`src/rtl/logic_unit_pipe.sv`:
```
// rtl/logic_unit_pipe.sv - two-stage pipelined bitwise/rotate unit with valid/ready handshake and accumulator
module logic_unit_pipe #(
    parameter int WIDTH = 8,
    parameter int SHW   = $clog2(WIDTH)
) (
    input  logic             clk,
    input  logic             rst_n,
    input  logic             in_valid,
    output logic             in_ready,
    input  logic [WIDTH-1:0] a,
    input  logic [WIDTH-1:0] b,
    input  logic [3:0]       sel,
    input  logic             acc_en,
    input  logic             acc_clr,
    output logic             out_valid,
    input  logic             out_ready,
    output logic [WIDTH-1:0] c,
    output logic             zero,
    output logic             parity,
    output logic             err
);

    logic             ready_q, ready_d;
    logic             s1_valid_q, s1_valid_d;
    logic [WIDTH-1:0] s1_a_q, s1_a_d;
    logic [WIDTH-1:0] s1_b_q, s1_b_d;
    logic [3:0]       s1_sel_q, s1_sel_d;
    logic             s1_acc_en_q, s1_acc_en_d;
    logic             out_valid_q, out_valid_d;
    logic [WIDTH-1:0] c_q, c_d;
    logic             zero_q, zero_d;
    logic             parity_q, parity_d;
    logic             err_q, err_d;
    logic [WIDTH-1:0] acc_q, acc_d;

    logic               advance2;
    logic               accept;
    logic               s2_load;
    logic [WIDTH-1:0]   op_a;
    logic [SHW:0]       amt;
    logic [2*WIDTH-1:0] rotl_x;
    logic [2*WIDTH-1:0] rotr_x;
    logic [WIDTH-1:0]   res;
    logic               illegal;

    // S2 result; the amount is folded into [0, WIDTH) so the doubled-operand shift is a true rotate
    always_comb begin
        op_a = s1_acc_en_q ? acc_q : s1_a_q;
        amt  = {1'b0, s1_b_q[SHW-1:0]};
        if (amt >= (SHW+1)'(WIDTH)) begin
            amt = amt - (SHW+1)'(WIDTH);
        end
        rotl_x  = {op_a, op_a} << amt;
        rotr_x  = {op_a, op_a} >> amt;
        res     = '0;
        illegal = 1'b0;
        case (s1_sel_q)
            4'd8:    res = op_a & s1_b_q;
            4'd9:    res = op_a | s1_b_q;
            4'd10:   res = op_a ^ s1_b_q;
            4'd11:   res = ~(op_a & s1_b_q);
            4'd12:   res = ~(op_a | s1_b_q);
            4'd13:   res = ~(op_a ^ s1_b_q);
            4'd14:   res = rotl_x[2*WIDTH-1:WIDTH];
            4'd15:   res = rotr_x[WIDTH-1:0];
            default: illegal = 1'b1;
        endcase
    end

    always_comb begin
        advance2 = !out_valid_q || out_ready;
        in_ready = ready_q && (!s1_valid_q || advance2);
        accept   = in_valid && in_ready;
        s2_load  = advance2 && s1_valid_q;

        ready_d     = 1'b1;
        s1_valid_d  = s1_valid_q;
        s1_a_d      = s1_a_q;
        s1_b_d      = s1_b_q;
        s1_sel_d    = s1_sel_q;
        s1_acc_en_d = s1_acc_en_q;
        out_valid_d = out_valid_q;
        c_d         = c_q;
        zero_d      = zero_q;
        parity_d    = parity_q;
        err_d       = err_q;
        acc_d       = acc_q;

        if (accept) begin
            s1_valid_d  = 1'b1;
            s1_a_d      = a;
            s1_b_d      = b;
            s1_sel_d    = sel;
            s1_acc_en_d = acc_en;
        end else if (advance2) begin
            s1_valid_d = 1'b0;
        end

        if (s2_load) begin
            out_valid_d = 1'b1;
            c_d         = res;
            zero_d      = (res == '0);
            parity_d    = ^res;
            err_d       = illegal;
            acc_d       = res;
        end else if (out_ready) begin
            out_valid_d = 1'b0;
        end

        if (acc_clr) begin
            acc_d = '0;
        end
    end

    always_ff @(posedge clk or negedge rst_n) begin
        if (!rst_n) begin
            ready_q     <= 1'b0;
            s1_valid_q  <= 1'b0;
            s1_a_q      <= '0;
            s1_b_q      <= '0;
            s1_sel_q    <= '0;
            s1_acc_en_q <= 1'b0;
            out_valid_q <= 1'b0;
            c_q         <= '0;
            zero_q      <= 1'b0;
            parity_q    <= 1'b0;
            err_q       <= 1'b0;
            acc_q       <= '0;
        end else begin
            ready_q     <= ready_d;
            s1_valid_q  <= s1_valid_d;
            s1_a_q      <= s1_a_d;
            s1_b_q      <= s1_b_d;
            s1_sel_q    <= s1_sel_d;
            s1_acc_en_q <= s1_acc_en_d;
            out_valid_q <= out_valid_d;
            c_q         <= c_d;
            zero_q      <= zero_d;
            parity_q    <= parity_d;
            err_q       <= err_d;
            acc_q       <= acc_d;
        end
    end

    assign out_valid = out_valid_q;
    assign c         = c_q;
    assign zero      = zero_q;
    assign parity    = parity_q;
    assign err       = err_q;

endmodule

```
`config.mk`:
```
export PLATFORM = sky130hd
export DESIGN_NAME = logic_unit_pipe
export DESIGN_NICKNAME = d
export VERILOG_FILES = /design/src/rtl/logic_unit_pipe.sv
export SDC_FILE = /design/constraint.sdc
export NUM_CORES = 1
export LEC_CHECK = 0
export BUFFER_PORTS_ARGS = -buffer_cell sky130_fd_sc_hd__buf_4
export CORE_AREA = 2 2 80 82
export DETAILED_ROUTE_END_ITERATION = 10
export DIE_AREA = 0 0 82 84
export GPL_TIMING_DRIVEN = 0
export PLACE_DENSITY = 0.83
export SLEW_MARGIN = 20
export SYNTH_ARGS = -nofsm -noshare
export SYNTH_HDL_FRONTEND = slang
export SYNTH_SLANG_ARGS = --single-unit
```
`constraint.sdc`:
```
create_clock -name clk -period 4.6 [get_ports clk]
set_input_delay 0.46 -clock clk [delete_from_list [all_inputs] [get_ports clk]]
set_output_delay 0.46 -clock clk [all_outputs]
set_load 0.1 [all_outputs]
```
==> results of run 1 <==
==> cells in the final DEF (no fill, tap or decap), drive strengths merged, types with 3 or more instances in the layout <==
cell type,synthesis,final
o22ai,7,7
nand4,4,4
clkbuf,16,22
and2,3,3
nand2,59,59
a21o,4,4
nand2b,16,16
and3,4,4
a211oi,7,7
nor2b,8,8
mux2i,21,21
mux4,5,5
a21oi,23,23
buf,12,49
nor2,33,33
nand3,21,21
inv,21,21
o21ai,14,14
o211ai,4,4
nor3,4,4
or2,3,3
mux2,23,23
dfrtp,43,43
ha,17,17
xnor2,3,3
a32oi,10,10
==> registers in the layout, indices dropped and copies added, names as in the netlist <==
register	count
acc_q	8
c	8
err	1
out_valid	1
parity	1
ready_q	1
s1_a_q	8
s1_acc_en_q	1
s1_b_q	8
s1_sel_q	4
s1_valid_q	1
zero	1
==> report_power, final <==
group	internal, µW	switching [µW]
registers	441	69.7
logic	377	654
clock network	106	140
total	924	864
==> stage by stage <==
stage	power, µW	std cells	utilization (%)	area [µm²]	worst slack (ns)
finish	1790	537	65.4	3990	0.737
floorplan	1290	415	-	3530	1.42
global placement	1500	529	64.0	3900	0.915
global route	1880	537	65.4	3990	0.563
CTS	1770	537	65.4	3990	0.763
detailed placement	1530	529	64.0	3900	0.784
==> kinds of logic (layout without fill, tap and decap cells) <==
family	count (synthesis)	after routing
buffers and inverters	49	94
and+or+nand+nor	166	166
DFF	43	43
AOI/OAI and AO/OA	85	85
muxes	49	49
other	1	1
xor gates and xnor gates	5	5
adders and majority gates	17	17
==> synthesized netlist by cell type, types with 2 or more instances <==
cell and count:
xnor2_1 3, mux2_2 23, buf_1 3, a21oi_1 23, o2111ai_1 2, nand2_1 59
o22ai_1 7, dfrtp_1 43, nor2b_1 8, nand3_1 21, nor4_1 2, a32o_1 2
o31ai_1 2, or3_1 2, nand3b_1 2, o211ai_1 4, clkbuf_1 16, and2_1 3
a22o_1 2, and3_1 4, a21o_1 4, buf_4 4, nor3b_1 2, buf_2 3
nand2b_1 16, mux4_1 2, inv_1 21, mux2i_1 21, nor2_1 33, nor3_1 4
nand4_1 4, buf_6 2, o21ai_0 11, or2_2 3, o221a_2 2, o21ai_1 2
a211oi_1 6, ha_1 17, mux4_2 3, a32oi_1 10
==> final timing paths <==
check,start,endpoint,cells after the start
max reg2reg,s1_acc_en_q,parity,14
min reg2reg,c[2],c[2],1
max in group asynchronous,rst_n,s1_acc_en_q,1
min in group clk,sel[1],s1_sel_q[1],2
max,s1_acc_en_q,parity,14
min,rst_n,s1_sel_q[1],1
==> worst reg2reg max path: stages, from the launching register on <==
cell      delay (ns)
dfrtp_1         0.34
buf_6           0.13
buf_6           0.16
clkbuf_1        0.61
mux2i_1         0.37
ha_1            0.22
nor2b_1         0.17
or3b_2          0.45
nand3_1         0.09
o21ai_1         0.08
a211oi_2        0.38
xor2_1          0.21
xnor3_2         0.27
xnor2_1         0.18
o21ai_1         0.07
==> layer usage <==
layer / share of wire [%] / track usage, %
met4: 3.2 / 12.0
met3: 7.3 / 6.49
met2: 47 / 46.3
met1: 43 / 43.6
met5: 0 / 0
==> cell type report <==
type	count	area, µm²	share of cell area, %
clock inverters	2	12.5	0.314
plain buffers	28	139	3.48
clock buffers	6	72.6	1.82
flip-flops and latches	43	1080	27.0
well taps	77	96.3	2.42
repair buffers	37	278	6.97
inverters	21	78.8	1.98
multi-input cells	323	2230	56.0
==> impl_metrics.toml, run 1 <==
[synth]
ys_ff_latch = 43
post_synth.cell_area_avg_um2 = 8.50
yosysSeqAreaShare_pct = 30.5
ys.warnings.count = 0
netlist.area_leader.share_pct = 30.5
synth_top_family_by_area = "simple AND/OR/NAND/NOR gates"
synth_top_area_cell = "dfrtp_1"
synth_fp_nets = 458
synth-simple-area-share_pct = 22.3
yosys-mux-area-fraction_pct = 16.7
synth.distinct_cells = 54
synth_compound_gate_area_share_pct = 16.5
synth_edf_count = 0
yosys.area_share.adder_pct = 6.03
synth_ff_type = "dfrtp_1"
synthXorXnorAreaFrac_pct = 1.67
async_flop_share_pct = 100
synthCells = 415
synth_area_um2 = 3530
synth_area_leaders = "dfrtp_1 (30%), mux2_2 (7.3%), nand2_1 (6.3%)"

[clocking]
cts_tree = "built"
root_buffer = "clkbuf_8"
clkTransAtPathRegs_ns = 0.09
htree_num_levels = 2
cts_buffer_depth = 2
postCtsHoldBufs = 0
cts_made_buffers = 5
cts.repair.resized = 0
postCtsSetupBuffers = 0
cts.sinks = 43
clk_latency_ns = 0.31

[cells_and_area]
fill_cells = 510
num-nets-final = 502
drive_above_1_share_pct = 19.3
area_growth_pct = 13.0
diodes = 0

[route]
drt_iter0_drc = 371
drtAntennaViolNets = 0
drtPass1Iterations = 5
wirelength_um = 9910
num_vias = 3399
drc_errors = 0
post_drt_via_cell_ratio = 6.33
post_drt_wl_per_cell_um = 18.4

[sta]
hold_viol_final = 0
fin_skew_ns = 0.0136
rsz0062_at_grt = "false"
fmax_mhz = 259
finalMaxSlewViolations = 0
final-setup-viol-count = 0
fin_setup_tns_ns = 0
worst_slew_pin_slew_ns = 0.784
hold_slack_ns = 0.124
post-route-period-util_pct = 84.0
relSlewSlack_pct = 47.7
fin_crit_ns = 3.86

[min_path]
min_path_type = "input pin to asynchronous set/reset pin"

[worst_setup_path]
cp-end-kind = "flop"
startpoint_type = "flop"
critical-path-max-stage-delay_ns = 0.61
crit_family = "buffers and inverters"
cp.required_ns = 4.79
ff2ff_setup_slack_ns = 0.74
critPathKind = "flop to flop"
crit_path_max_fanout = 10
crit_arrival_ns = 4.05
cp_slowest_cell = "clkbuf_1"
crit_chain = "buf_6, buf_6, clkbuf_1, mux2i_1, ha_1, nor2b_1, or3b_2, nand3_1, o21ai_1, a211oi_2, xor2_1, xnor3_2, xnor2_1, o21ai_1"
critPathBufInv = 3

[global_route]
grt.total_usage_pct = 30.9
grt_pass1_vias = 3269
antenna_found_initial = 0
grt-ovfl-total = 0
grt_max_degree = 44
grt_pass1_wl_um = 16200

[outcome]
outcome = "complete, no violations"

[pwr]
powerDensity_nw_per_um2 = 448
p_leak_uw = 0.00186
vdd_drop_max_mv = 0.326

[floorplanning]
dieArea_um2 = 6890
core.rowCount = 29
core_um2 = 6100
start_util_pct = 57.9
die_h_um = 84
die_w_um = 82
io_pins = 39

[placed_design]
dpl.hpwl_um = 7490
io_buffers = 37
place_congestion = 1.02

[flow_run]
cap_violations = 0
(Power assumes the default switching activity.)
==> run 2: changes to the inputs <==
--- a/config.mk
+++ b/config.mk
@@ -5,12 +5,13 @@
 export SDC_FILE = /design/constraint.sdc
 export NUM_CORES = 1
 export LEC_CHECK = 0
+export ABC_AREA = 1
 export BUFFER_PORTS_ARGS = -buffer_cell sky130_fd_sc_hd__buf_4
-export CORE_AREA = 2 2 80 82
+export CORE_AREA = 2 2 77 79
 export DETAILED_ROUTE_END_ITERATION = 10
-export DIE_AREA = 0 0 82 84
+export DIE_AREA = 0 0 79 81
 export GPL_TIMING_DRIVEN = 0
-export PLACE_DENSITY = 0.83
+export PLACE_DENSITY = 0.82
 export SLEW_MARGIN = 20
 export SYNTH_ARGS = -nofsm -noshare
 export SYNTH_HDL_FRONTEND = slang
==> constraint.sdc (replaced) <==
create_clock -name clk -period 3.8 [get_ports clk]
set_input_delay 0.38 -clock clk [delete_from_list [all_inputs] [get_ports clk]]
set_output_delay 0.38 -clock clk [all_outputs]
set_load 0.1 [all_outputs]
==> run 2 against run 1 <==
- sequential power is 18% higher
- fmax is 30% higher
- wire length is 14% lower
- largest power group unchanged
==> impl_metrics.toml, run 2 <==
[sta]
fin_crit_ns = 2.98
setup_slack_ns = 0.824
hold_viol_final = 0
final-setup-viol-count = 0
fmax_mhz = 336
rsz0062_at_grt = "false"
fin_skew_ns = 0.0154
fin_setup_tns_ns = 0
worst_slew_pin_slew_ns = 0.706
post-route-period-util_pct = 78.3
finalMaxSlewViolations = 0
relSlewSlack_pct = 51.7

[worst_setup_path]
cp-end-kind = "flop"
rr_worst_depth = 15
cp.required_ns = 4.00
crit_path_max_fanout = 10
ff2ff_setup_slack_ns = 0.82
r2r-end = "parity"
critical-path-max-stage-delay_ns = 0.63
cp-startpoint = "s1_acc_en_q"
cp_slowest_cell = "a2111oi_0"
critPathKind = "flop to flop"
crit_chain = "buf_6, nand2_2, nand2_1, ha_1, o21ai_0, a2111oi_0, nand3_1, inv_1, ha_1, inv_1, nand2_1, nand2_1, nand2_1, nand3_1, nand2_1"
cp_common_cell = "nand2_1"
rr_startpoint = "s1_acc_en_q"
startpoint_type = "flop"
crit_arrival_ns = 3.17

[clocking]
clkTransAtPathRegs_ns = 0.10
cts_tree = "built"
cts_made_buffers = 5
htree_num_levels = 2
cts_buffer_depth = 2
postCtsHoldBufs = 0
postCtsSetupBuffers = 0
root_buffer = "clkbuf_8"
clk_latency_ns = 0.31
cts.sinks = 43
cts.repair.resized = 0

[route]
drc_errors = 0
wirelength_um = 8510
drt_iter0_drc = 252
num_vias = 3232
post_drt_via_cell_ratio = 5.39
post_drt_wl_per_cell_um = 14.2
drtAntennaViolNets = 0
drtPass1Iterations = 5

[floorplanning]
start_util_pct = 56.4
io_pins = 39
die_h_um = 81
dieArea_um2 = 6400
die_w_um = 79
core_um2 = 5680
core.rowCount = 28

[cells_and_area]
drive_above_1_share_pct = 17.3
diodes = 0
finalInstanceArea_um2 = 3660
mostFrequentLayoutCell = "nand2_1"
layout_common_cells = "nand2_1 (160), nand3_1 (65), inv_1 (44)"
area_growth_pct = 14.5
num-nets-final = 567

[placed_design]
place_congestion = 0.911
placed_cell_area_um2 = 3570
io_buffers = 37
dpl.hpwl_um = 6740
pre_cts_ws_ns = 0.950

[synth]
synth_ff_type = "dfrtp_1"
synth.distinct_cells = 32
synth_fp_nets = 523
synth_commonest_cells = "nand2_1 (160), nand3_1 (65), inv_1 (44)"
synth_top_area_cell = "dfrtp_1"
synth_area_leaders = "dfrtp_1 (34%), nand2_1 (19%), nand3_1 (10%)"
yosysSeqAreaShare_pct = 33.6
synth_edf_count = 0
netlist.area_leader.share_pct = 33.6
synth.most_common_cell = "nand2_1"
ys.warnings.count = 0
async_flop_share_pct = 100
post_synth.cell_area_avg_um2 = 6.67
synth_area_um2 = 3200
synthCells = 480
ys_ff_latch = 43

[global_route]
grtUsageMet3_pct = 5.78
grt_pass1_vias = 2985
antenna_found_initial = 0
grt-ovfl-total = 0
grt_pass1_wl_um = 14200
use_met1_pct = 39.0
grt.busiest_layer = "met2"
grt_max_degree = 44
grt.total_usage_pct = 28.1
grt_use_met2_pct = 44.0

[flow_run]
cap_violations = 0

[outcome]
outcome = "complete, no violations"

[pwr]
p_leak_uw = 0.00199
vdd_drop_max_mv = 0.505
powerDensity_nw_per_um2 = 610

[min_path]
min_path_type = "input pin to asynchronous set/reset pin"
-- run 2: cell families (layout without fill, tap and decap cells) --
logic type / Yosys count / in the layout / share of synthesized area (%)
buffers and inverters: 74 / 119 / 9.07
DFF: 43 / 43 / 33.6
AOI/OAI and AO/OA: 53 / 53 / 9.00
and+or+nand+nor: 292 / 292 / 41.5
other: 1 / 1 / 0.117
adders and majority gates: 17 / 17 / 6.65
-- run 2: layout make-up --
| class | instances | area (µm²) |
|---|---|---|
| Inverter | 59 | 221 |
| Tap cell | 75 | 93.8 |
| Fill cell | 548 | 2010 |
| Multi-Input combinational cell | 363 | 1830 |
| Buffer | 15 | 68.8 |
| Clock inverter | 3 | 23.8 |
| Clock buffer | 5 | 68.8 |
| Sequential cell | 43 | 1080 |
| Timing Repair Buffer | 37 | 278 |
-- run 2: layer usage --
metal	up-vias	part of all wire (%)	wire length (µm)
met4	0	2.6	221
met3	15	6.3	533
li1	1626	-	-
met1	1476	47	3990
met2	115	44	3770
met5	-	0	0
-- run 2: worst max path at each step --
stage	endpoint	depth (start not counted)	slack, ns
global route	parity	15	0.64
finish	parity	15	0.82
floorplan	s1_b_q[2]	7	1.35
detailed placement	parity	15	0.95
CTS	parity	15	0.91
global placement	parity	15	0.97
-- run 2: critical path: cells and delay by family (launching register included) --
kind                     cells  cell delay, ns
AO/OA/AOI/OAI                2            0.71
adder cells (fa/ha/maj)      2            0.55
buffers and inverters        3            0.35
flip-flops                   1            0.46
AND/OR/NAND/NOR              8            0.81
-- run 2: power by group --
group | internal [µW] | switching [µW]
clock network | 132 | 179
logic | 361 | 958
registers | 548 | 55.7
total | 1040 | 1190
-- run 2: per-stage QoR --
stage               utilization [%]  std cells  total power, µW  hold slack, ns
detailed placement             62.9        592             1920           0.401
global route                   64.6        600             2390           0.105
CTS                            64.6        600             2230          0.0664
finish                         64.6        600             2230          0.0457
global placement               62.9        592             1890           0.392
floorplan                         -        480             1610          0.0844
==> run 3: changes to the inputs <==
--- a/config.mk
+++ b/config.mk
@@ -7,11 +7,11 @@
 export LEC_CHECK = 0
 export ABC_AREA = 1
 export BUFFER_PORTS_ARGS = -buffer_cell sky130_fd_sc_hd__buf_4
-export CORE_AREA = 2 2 77 79
+export CORE_AREA = 2 2 81 83
 export DETAILED_ROUTE_END_ITERATION = 10
-export DIE_AREA = 0 0 79 81
+export DIE_AREA = 0 0 83 85
 export GPL_TIMING_DRIVEN = 0
-export PLACE_DENSITY = 0.82
+export PLACE_DENSITY = 0.78
 export SLEW_MARGIN = 20
 export SYNTH_ARGS = -nofsm -noshare
 export SYNTH_HDL_FRONTEND = slang
==> constraint.sdc (replaced) <==
create_clock -name clk -period 2.7 [get_ports clk]
set_input_delay 0.27 -clock clk [delete_from_list [all_inputs] [get_ports clk]]
set_output_delay 0.27 -clock clk [all_outputs]
set_load 0.1 [all_outputs]
==> run 3 against run 2 <==
- via count grew 2.8%
- worst setup slack lost 0.64 ns
- cell count grew 2.3%
- critical path type unchanged
- combinational power grew 48%
- clock skew shrank 0.0062 ns
- sequential share of layout area shrank 1.7 points
- register-to-register slack lost 0.64 ns
==> impl_metrics.toml, run 3 (synthesized netlist as in run 2, its figures left out) <==
[outcome]
outcome = "complete, no violations"

[worst_setup_path]
rr_worst_depth = 17
cp-end-kind = "flop"
critical-path-max-stage-delay_ns = 0.46
critPathKind = "flop to flop"
cp_slowest_cell = "dfrtp_2"
cp_common_cell = "nand2_1"
startpoint_type = "flop"
cp.required_ns = 2.90
crit_arrival_ns = 2.72
crit_chain = "buf_8, buf_4, nand2_2, nand2_1, ha_1, nand2_1, o21ai_0, nor2_1, nand3_4, nand2_1, inv_2, nor2_2, nand2_1, nand2_1, nand2_1, nand3_1, nand2_1"
ff2ff_setup_slack_ns = 0.18
rr_startpoint = "s1_acc_en_q"
r2r-end = "parity"
crit_path_max_fanout = 6

[cells_and_area]
mostFrequentLayoutCell = "nand2_1"
fill_cells = 552
area_growth_pct = 21.6
diodes = 0
drive_above_1_share_pct = 22.2
final_core_util_pct = 62.7
num-nets-final = 579
layoutNonFillerInstCount = 614
layout_common_cells = "nand2_1 (155), nand3_1 (65), buf_4 (48)"

[floorplanning]
die_w_um = 83
dieArea_um2 = 7060
start_util_pct = 51.6
core_um2 = 6200
io_pins = 39
core.rowCount = 29
die_h_um = 85

[pwr]
p_switching_uw = 1710
clkPwrFrac_pct = 15.6
powerDensity_nw_per_um2 = 856
p_int_uw = 1620
p_leak_uw = 0.00209
seq_power_share_pct = 25.5
vdd_drop_max_mv = 0.602
swShare_pct = 51.3
total_power_uw = 3330
p_comb_share_pct = 58.9

[sta]
post-route-period-util_pct = 93.3
finalMaxSlewViolations = 0
setup_slack_ns = 0.181
fmax_mhz = 397
worst_slew_pin_slew_ns = 0.625
hold_viol_final = 0
final-setup-viol-count = 0
fin_crit_ns = 2.52
relSlewSlack_pct = 58.0
fin_skew_ns = 0.00919
fin_setup_tns_ns = 0

[global_route]
grtUsageMet3_pct = 2.92
antenna_found_initial = 0
grt-ovfl-total = 0
grt_pass1_wl_um = 14200
grt.total_usage_pct = 24.7
grt_max_degree = 44
grt_pass1_vias = 3068
use_met1_pct = 35.1
grt_use_met2_pct = 39.8
grt.busiest_layer = "met2"

[clocking]
cts.sinks = 43
cts_buffer_depth = 2
cts_tree = "built"
cts_made_buffers = 5
clk_latency_ns = 0.30
clkTransAtPathRegs_ns = 0.09
htree_num_levels = 2
root_buffer = "clkbuf_8"

[route]
post_drt_via_cell_ratio = 5.41
drtAntennaViolNets = 0
post_drt_wl_per_cell_um = 14.1
drc_errors = 0
wirelength_um = 8670
drtPass1Iterations = 5
drt_iter0_drc = 289
num_vias = 3322

[placed_design]
io_buffers = 37
dp.cells = 594
place_congestion = 0.991
pre_cts_ws_ns = -0.237
dpl.hpwl_um = 6540

[flow_run]
cap_violations = 0

[min_path]
hold-path-cell-count = 3
holdPathEnd = "s1_a_q[2]"
min_path_type = "input pin to flop"
worst_hold_startpoint = "a[2]"
==> run 3: cell type report <==
cell class / count / area (µm²) / share of cell area, %
Buffer: 15 / 77.6 / 1.99
Clock buffer: 5 / 68.8 / 1.77
Clock inverter: 3 / 43.8 / 1.13
Inverter: 59 / 234 / 6.01
Multi-Input combinational cell: 363 / 1920 / 49.4
Sequential cell: 43 / 1080 / 27.7
Tap cell: 77 / 96.3 / 2.48
Timing Repair Buffer: 49 / 370 / 9.52
==> run 3: stage by stage <==
step | hold WS (ns) | area, µm²
6_report | 0.209 | 3890
5_1_grt | 0.227 | 3890
4_1_cts | 0.211 | 3700
3_5_place_dp | 0.301 | 3570
3_3_place_gp | 0.289 | 3570
2_1_floorplan | -0.0256 | 3200
==> run 3: worst max-delay path: cells and delay by family (launching register included) <==
kind / cells / cell delay [ns]
simple gates: 12 / 1.22
flops: 1 / 0.46
buf+inv: 3 / 0.34
fa+ha+maj: 1 / 0.31
compound gates: 1 / 0.07
==> run 3: what timing repair did <==
action / 4_1_cts / 5_1_grt
hold endpoints to repair: 43 / 0
gates resized for setup: 3 / 28
endpoints found under the setup margin: 2 / 2
cloned: 0 / 0
buffers inserted: 0 / 11
pin swaps: 0 / 8
hold buffers: 1 / 0
==> run 3: worst max path at each step <==
stage	from	to	slack (ns)	cells past startpoint
floorplan	out_valid	s1_b_q[2]	0.25	7
global placement	s1_acc_en_q	parity	-0.26	15
detailed placement	s1_acc_en_q	parity	-0.24	15
CTS	s1_b_q[2]	parity	0.02	16
global route	s1_acc_en_q	parity	-0.02	16
finish	s1_acc_en_q	parity	0.18	17
==> run 3: power groups by stage <==
stage | clock network, µW | registers [µW] | logic (µW)
final | 520 | 850 | 1960
after detailed placement | 0 | 861 | 1830
after global placement | 0 | 856 | 1800
after CTS | 524 | 848 | 1840
after floorplan | 0 | 1340 | 928
after global routing | 549 | 864 | 2150
==> run 3: per-layer routing <==
layer | share of wire [%] | wire [µm]
met5 | 0 | 0
met4 | 2.5 | 214
met3 | 5.0 | 432
met2 | 47 | 4040
met1 | 46 | 3980
